File: src/rtl/seq_detect_param.sv
// Serial pattern detector: latches a word on start, scans it MSB-first one bit per clock,
// counts (optionally overlapping) matches of PATTERN and records where the first one completes.
module seq_detect_param #(
  parameter int               DATA_W  = 8,
  parameter int               PAT_W   = 4,
  parameter logic [PAT_W-1:0] PATTERN = 4'b1001,
  parameter bit               OVERLAP = 1'b1,
  parameter int               CNT_W   = 4,
  localparam int              IDX_W   = $clog2(DATA_W)
) (
  input  logic              clk,
  input  logic              rst,
  input  logic              start,
  input  logic [DATA_W-1:0] data,
  output logic              busy,
  output logic              done,
  output logic              found,
  output logic [CNT_W-1:0]  match_count,
  output logic [IDX_W-1:0]  first_pos
);

  localparam int FIL_W = $clog2(PAT_W + 1);

  if (DATA_W < 2 || PAT_W < 1 || PAT_W > DATA_W || CNT_W < 1) begin : g_param_check
    $error("seq_detect_param: illegal DATA_W/PAT_W/CNT_W combination");
  end

  typedef enum logic [1:0] {IDLE, SCAN, DONE} state_t;

  state_t            state_q, state_d;
  logic [DATA_W-1:0] word_q,  word_d;
  logic [IDX_W-1:0]  idx_q,   idx_d;
  logic [PAT_W-1:0]  hist_q,  hist_d;
  logic [FIL_W-1:0]  fill_q,  fill_d;
  logic              found_q, found_d;
  logic [CNT_W-1:0]  cnt_q,   cnt_d;
  logic [IDX_W-1:0]  pos_q,   pos_d;

  logic              bit_in;
  logic [PAT_W-1:0]  hist_new;
  logic [FIL_W-1:0]  fill_new;
  logic              hit;

  // NOTE: every variable gets a default at the top of always_comb, so no path can infer a latch.
  always_comb begin
    state_d = state_q;
    word_d  = word_q;
    idx_d   = idx_q;
    hist_d  = hist_q;
    fill_d  = fill_q;
    found_d = found_q;
    cnt_d   = cnt_q;
    pos_d   = pos_q;

    // Match is judged on the history with the current bit already shifted in.
    bit_in   = word_q[idx_q];
    hist_new = (hist_q << 1) | PAT_W'(bit_in);
    fill_new = (fill_q == FIL_W'(PAT_W)) ? fill_q : fill_q + FIL_W'(1);
    hit      = (fill_new == FIL_W'(PAT_W)) && (hist_new == PATTERN);

    if (start) begin
      // A restart beats everything, including the last bit of a running scan.
      state_d = SCAN;
      word_d  = data;
      idx_d   = IDX_W'(DATA_W - 1);
      hist_d  = '0;
      fill_d  = '0;
      found_d = 1'b0;
      cnt_d   = '0;
      pos_d   = '0;
    end else begin
      case (state_q)
        SCAN: begin
          hist_d = hist_new;
          fill_d = fill_new;
          idx_d  = idx_q - IDX_W'(1);
          if (hit) begin
            if (cnt_q != '1) cnt_d = cnt_q + CNT_W'(1);
            if (!found_q) begin
              found_d = 1'b1;
              pos_d   = idx_q;
            end
            if (!OVERLAP) begin
              hist_d = '0;
              fill_d = '0;
            end
          end
          if (idx_q == '0) state_d = DONE;
        end
        DONE:    state_d = IDLE;
        default: state_d = IDLE;
      endcase
    end
  end

  // NOTE: state registers use non-blocking assignments so all flops update from pre-edge values.
  always_ff @(posedge clk or posedge rst) begin
    if (rst) begin
      state_q <= IDLE;
      word_q  <= '0;
      idx_q   <= '0;
      hist_q  <= '0;
      fill_q  <= '0;
      found_q <= 1'b0;
      cnt_q   <= '0;
      pos_q   <= '0;
    end else begin
      state_q <= state_d;
      word_q  <= word_d;
      idx_q   <= idx_d;
      hist_q  <= hist_d;
      fill_q  <= fill_d;
      found_q <= found_d;
      cnt_q   <= cnt_d;
      pos_q   <= pos_d;
    end
  end

  assign busy        = (state_q == SCAN);
  assign done        = (state_q == DONE);
  assign found       = found_q;
  assign match_count = cnt_q;
  assign first_pos   = pos_q;

endmodule
File: config.mk
export PLATFORM = sky130hd
export DESIGN_NAME = seq_detect_param
export DESIGN_NICKNAME = d
export VERILOG_FILES = /design/src/rtl/seq_detect_param.sv
export SDC_FILE = /design/constraint.sdc
export NUM_CORES = 1
export LEC_CHECK = 0
export CAP_MARGIN = 20
export CORE_MARGIN = 4
export CORE_UTILIZATION = 53
export DETAILED_ROUTE_END_ITERATION = 12
export PLACE_DENSITY = 0.78
export SLEW_MARGIN = 20
export SYNTH_ARGS = -nofsm -noshare
export SYNTH_HDL_FRONTEND = slang
export SYNTH_SLANG_ARGS = --single-unit
File: constraint.sdc
create_clock -name clk -period 2.3 [get_ports clk]
set_input_delay 0.345 -clock clk [delete_from_list [all_inputs] [get_ports clk]]
set_output_delay 0.345 -clock clk [all_outputs]
set_load 0.01 [all_outputs]
==> flow_summary.toml <==
[setup_path]
slowest_delay_ns = 0.58
cp.buffers_inverters = 2
crit_family = "buffers and inverters"
crit_path_max_fanout = 8
worstSetupPathType = "reg -> out"
worstPathRequired_ns = 1.96
r2r_cells = 6
arrival_ns = 1.78
critPathLaunchType = "register"
cp-end-kind = "output pin"
r2r-end = "first_pos[1]$_DFFE_PP0P_"
rrSetupSlack_ns = 0.18
crit_chain = "nand2b_1 > inv_1 > clkdlybuf4s50_1"
slowest_stage = "clkdlybuf4s50_1"
r2r_start = "fill_q[0]$_DFFE_PP0P_"

[routing]
ant_nets = 0
remaining_drc_errors = 0
avgRoutedWirePerCell_um = 15.7
vias_per_cell = 5.82
dr.pass1.iters = 4
vias = 1047
wirelength_um = 2830
drt_iter0_drc = 37

[synth]
synth_top_area_share_pct = 48.2
synth_ff_type = "dfrtp_1"
seq_area_frac_synth_pct = 48.2
ys_warn_count = 0
synthCells = 125
synth_cell_types = 39
synth.largest_area_cell = "dfrtp_1"
ys_ff_latch = 27
synth_area_leaders = "dfrtp_1 (48%), mux2_2 (6.4%), ha_1 (4.5%), a21oi_1 (3.2%), mux4_2 (3.2%)"
synth_edf_count = 0
synthesis.nets = 141
async_reset_ff_share_pct = 100
avgSynthCellArea_um2 = 11.2
netlist_area_um2 = 1400

[clock_network]
clock_sinks = 27
cts_hold_buffers = 0
cts_tree = "yes"
cts_buffer_depth = 2
numCtsBuffers = 3
clock_latency_ns = 0.33
path_clk_slew_ns = 0.15
cts-root-buf = "clkbuf_4"
cts_htree_levels = 1

[sta]
slew_headroom_pct = 67.1
drv_slew = 0
finalHoldViolCount = 0
worst_pin_slew_ns = 0.493
tns_ns = 0
finalClockSkew_ns = 0.00702
rsz0062_at_grt = "false"
min_period_over_period_pct = 92.2
clock.fmax_mhz = 472
setup_viol = 0
post-route-min-period_ns = 2.12
hold_slack_ns = 0.347

[floorplan]
die_area_um2 = 3530
core_um2 = 2500
io_pins = 21
dieWidth_um = 59.4
chipHeight_um = 59.4
initial_utilization_pct = 56.1
num_rows = 18

[cells_and_area]
layout-drive-gt1-share_pct = 17.3
num-nets-final = 167
fin_util_pct = 68.1
nFillCells = 194
n_antenna_cell = 0
final_area_um2 = 1700
syn2layout_area_growth_pct = 21.3

[global_route]
track_usage_pct = 18.1
globalRouteOverflowTotal = 0
grt_pass1_vias = 1047
grt_pass1_wl_um = 4860
grt_max_degree = 28
antenna_found_initial = 0

[status]
outcome = "finished, final reports clean"

[placed_design]
io_buffers = 20
hpwl_um = 2020
dpl_cell_area_um2 = 1660
routabilityCongestion = 0.831

[pwr]
power_density_nw_per_um2 = 569
power.leakage_uw = 0.000731
ir_drop_v = 0.000502

[run]
drv_cap = 0

[min_path]
hold_class = "in -> async"
worst max-delay path by stage:
| stage | endpoint | depth (start not counted) | startpoint | slack (ns) |
|---|---|---|---|---|
| 6_report | busy | 3 | state_q[1]$_DFFE_PP0P_ | 0.18 |
| 2_1_floorplan | first_pos[0]$_DFFE_PP0P_ | 6 | fill_q[0]$_DFFE_PP0P_ | 0.33 |
| 3_5_place_dp | first_pos[1]$_DFFE_PP0P_ | 6 | fill_q[0]$_DFFE_PP0P_ | 0.14 |
| 4_1_cts | first_pos[1]$_DFFE_PP0P_ | 6 | fill_q[0]$_DFFE_PP0P_ | 0.12 |
| 3_3_place_gp | first_pos[1]$_DFFE_PP0P_ | 6 | fill_q[0]$_DFFE_PP0P_ | 0.26 |
| 5_1_grt | first_pos[1]$_DFFE_PP0P_ | 6 | fill_q[0]$_DFFE_PP0P_ | 0.05 |
Yosys cell counts (2+ instances only):
cell / n
a21oi_1: 9
a311oi_2: 2
a31oi_1: 2
a41oi_1: 2
and3_1: 2
clkbuf_1: 3
dfrtp_1: 27
ha_1: 5
inv_1: 6
mux2_2: 8
mux2i_1: 2
mux4_2: 2
nand2_1: 9
nand2b_1: 5
nand3_1: 3
nand4_1: 5
nor2_1: 5
nor2b_1: 4
nor3_1: 2
o31ai_1: 3
area by class of cell:
class	instances	area, um2	area share, %
Multi-Input combinational cell	87	693	40.7
Sequential cell	27	677	39.8
Timing Repair Buffer	26	245	14.4
Tap cell	30	37.5	2.21
Clock buffer	4	26.3	1.54
Inverter	6	22.5	1.32
timing repair:
item,in CTS,in global routing
hold endpoints to repair,0,0
gates resized for setup,0,2
setup endpoints to repair,0,5
setup buffers,0,1
sequential cells by signal, summed over array words and instances (netlist names):
signal,flops
first_pos,3
match_count,4
idx_q,3
fill_q,3
state_q,2
hist_q,3
found,1
word_q,8
cell families after synthesis:
| logic type | count (synthesis) | share of synthesized area [%] |
|---|---|---|
| AND/OR/NAND/NOR | 41 | 16.5 |
| XOR/XNOR | 1 | 0.625 |
| multiplexers | 14 | 12.9 |
| AO/OA/AOI/OAI | 26 | 14.3 |
| flip-flops | 27 | 48.2 |
| adder cells (fa/ha/maj) | 5 | 4.46 |
| buffers and inverters | 11 | 3.03 |
worst register-to-register path, delay by kind of cell (launching register included):
family,cells,cell delay (ns)
buffers and inverters,1,0.08
and+or+nand+nor,1,0.51
adders and majority gates,1,0.27
DFF,1,0.44
AOI/OAI and AO/OA,3,0.73
layer usage:
metal | GRT usage, % | up-vias | wire, um
met5 | 0 | - | 0
met4 | 5.83 | 0 | 32
met3 | 2.61 | 4 | 81
met2 | 28.7 | 21 | 1380
met1 | 25.4 | 512 | 1330
li1 | - | 510 | -
metrics by stage:
stage	power [uW]	instances	setup slack [ns]
after floorplan	694	125	0.328
after global placement	745	175	0.257
after detailed placement	756	175	0.138
after CTS	965	179	0.121
after global routing	1020	180	0.0532
final	968	180	0.180
layout by cell type, fill, tap and decap left out, types with 2 or more instances in the layout:
cell / synthesis / routed
inv_1: 6 / 6
dfrtp_1: 27 / 26
nor2_1: 5 / 5
o31ai_1: 3 / 3
ha_1: 5 / 5
clkbuf_4: 0 / 3
nand2b_1: 5 / 5
nand3_1: 3 / 3
a41oi_1: 2 / 2
and3_1: 2 / 2
nand4_1: 5 / 5
a31oi_1: 2 / 2
buf_4: 0 / 6
mux2i_1: 2 / 2
mux2_2: 8 / 8
clkdlybuf4s50_1: 0 / 20
a21oi_1: 9 / 9
mux4_2: 2 / 2
a311oi_2: 2 / 2
nand2_1: 9 / 9
nor3_1: 2 / 2
nor2b_1: 4 / 4
report_power, final:
part,switching [uW],internal (uW)
registers,31.1,508
clock network,141,68.0
logic,111,108
total,283,685
No activity file was read; power rests on OpenSTA's default activity.
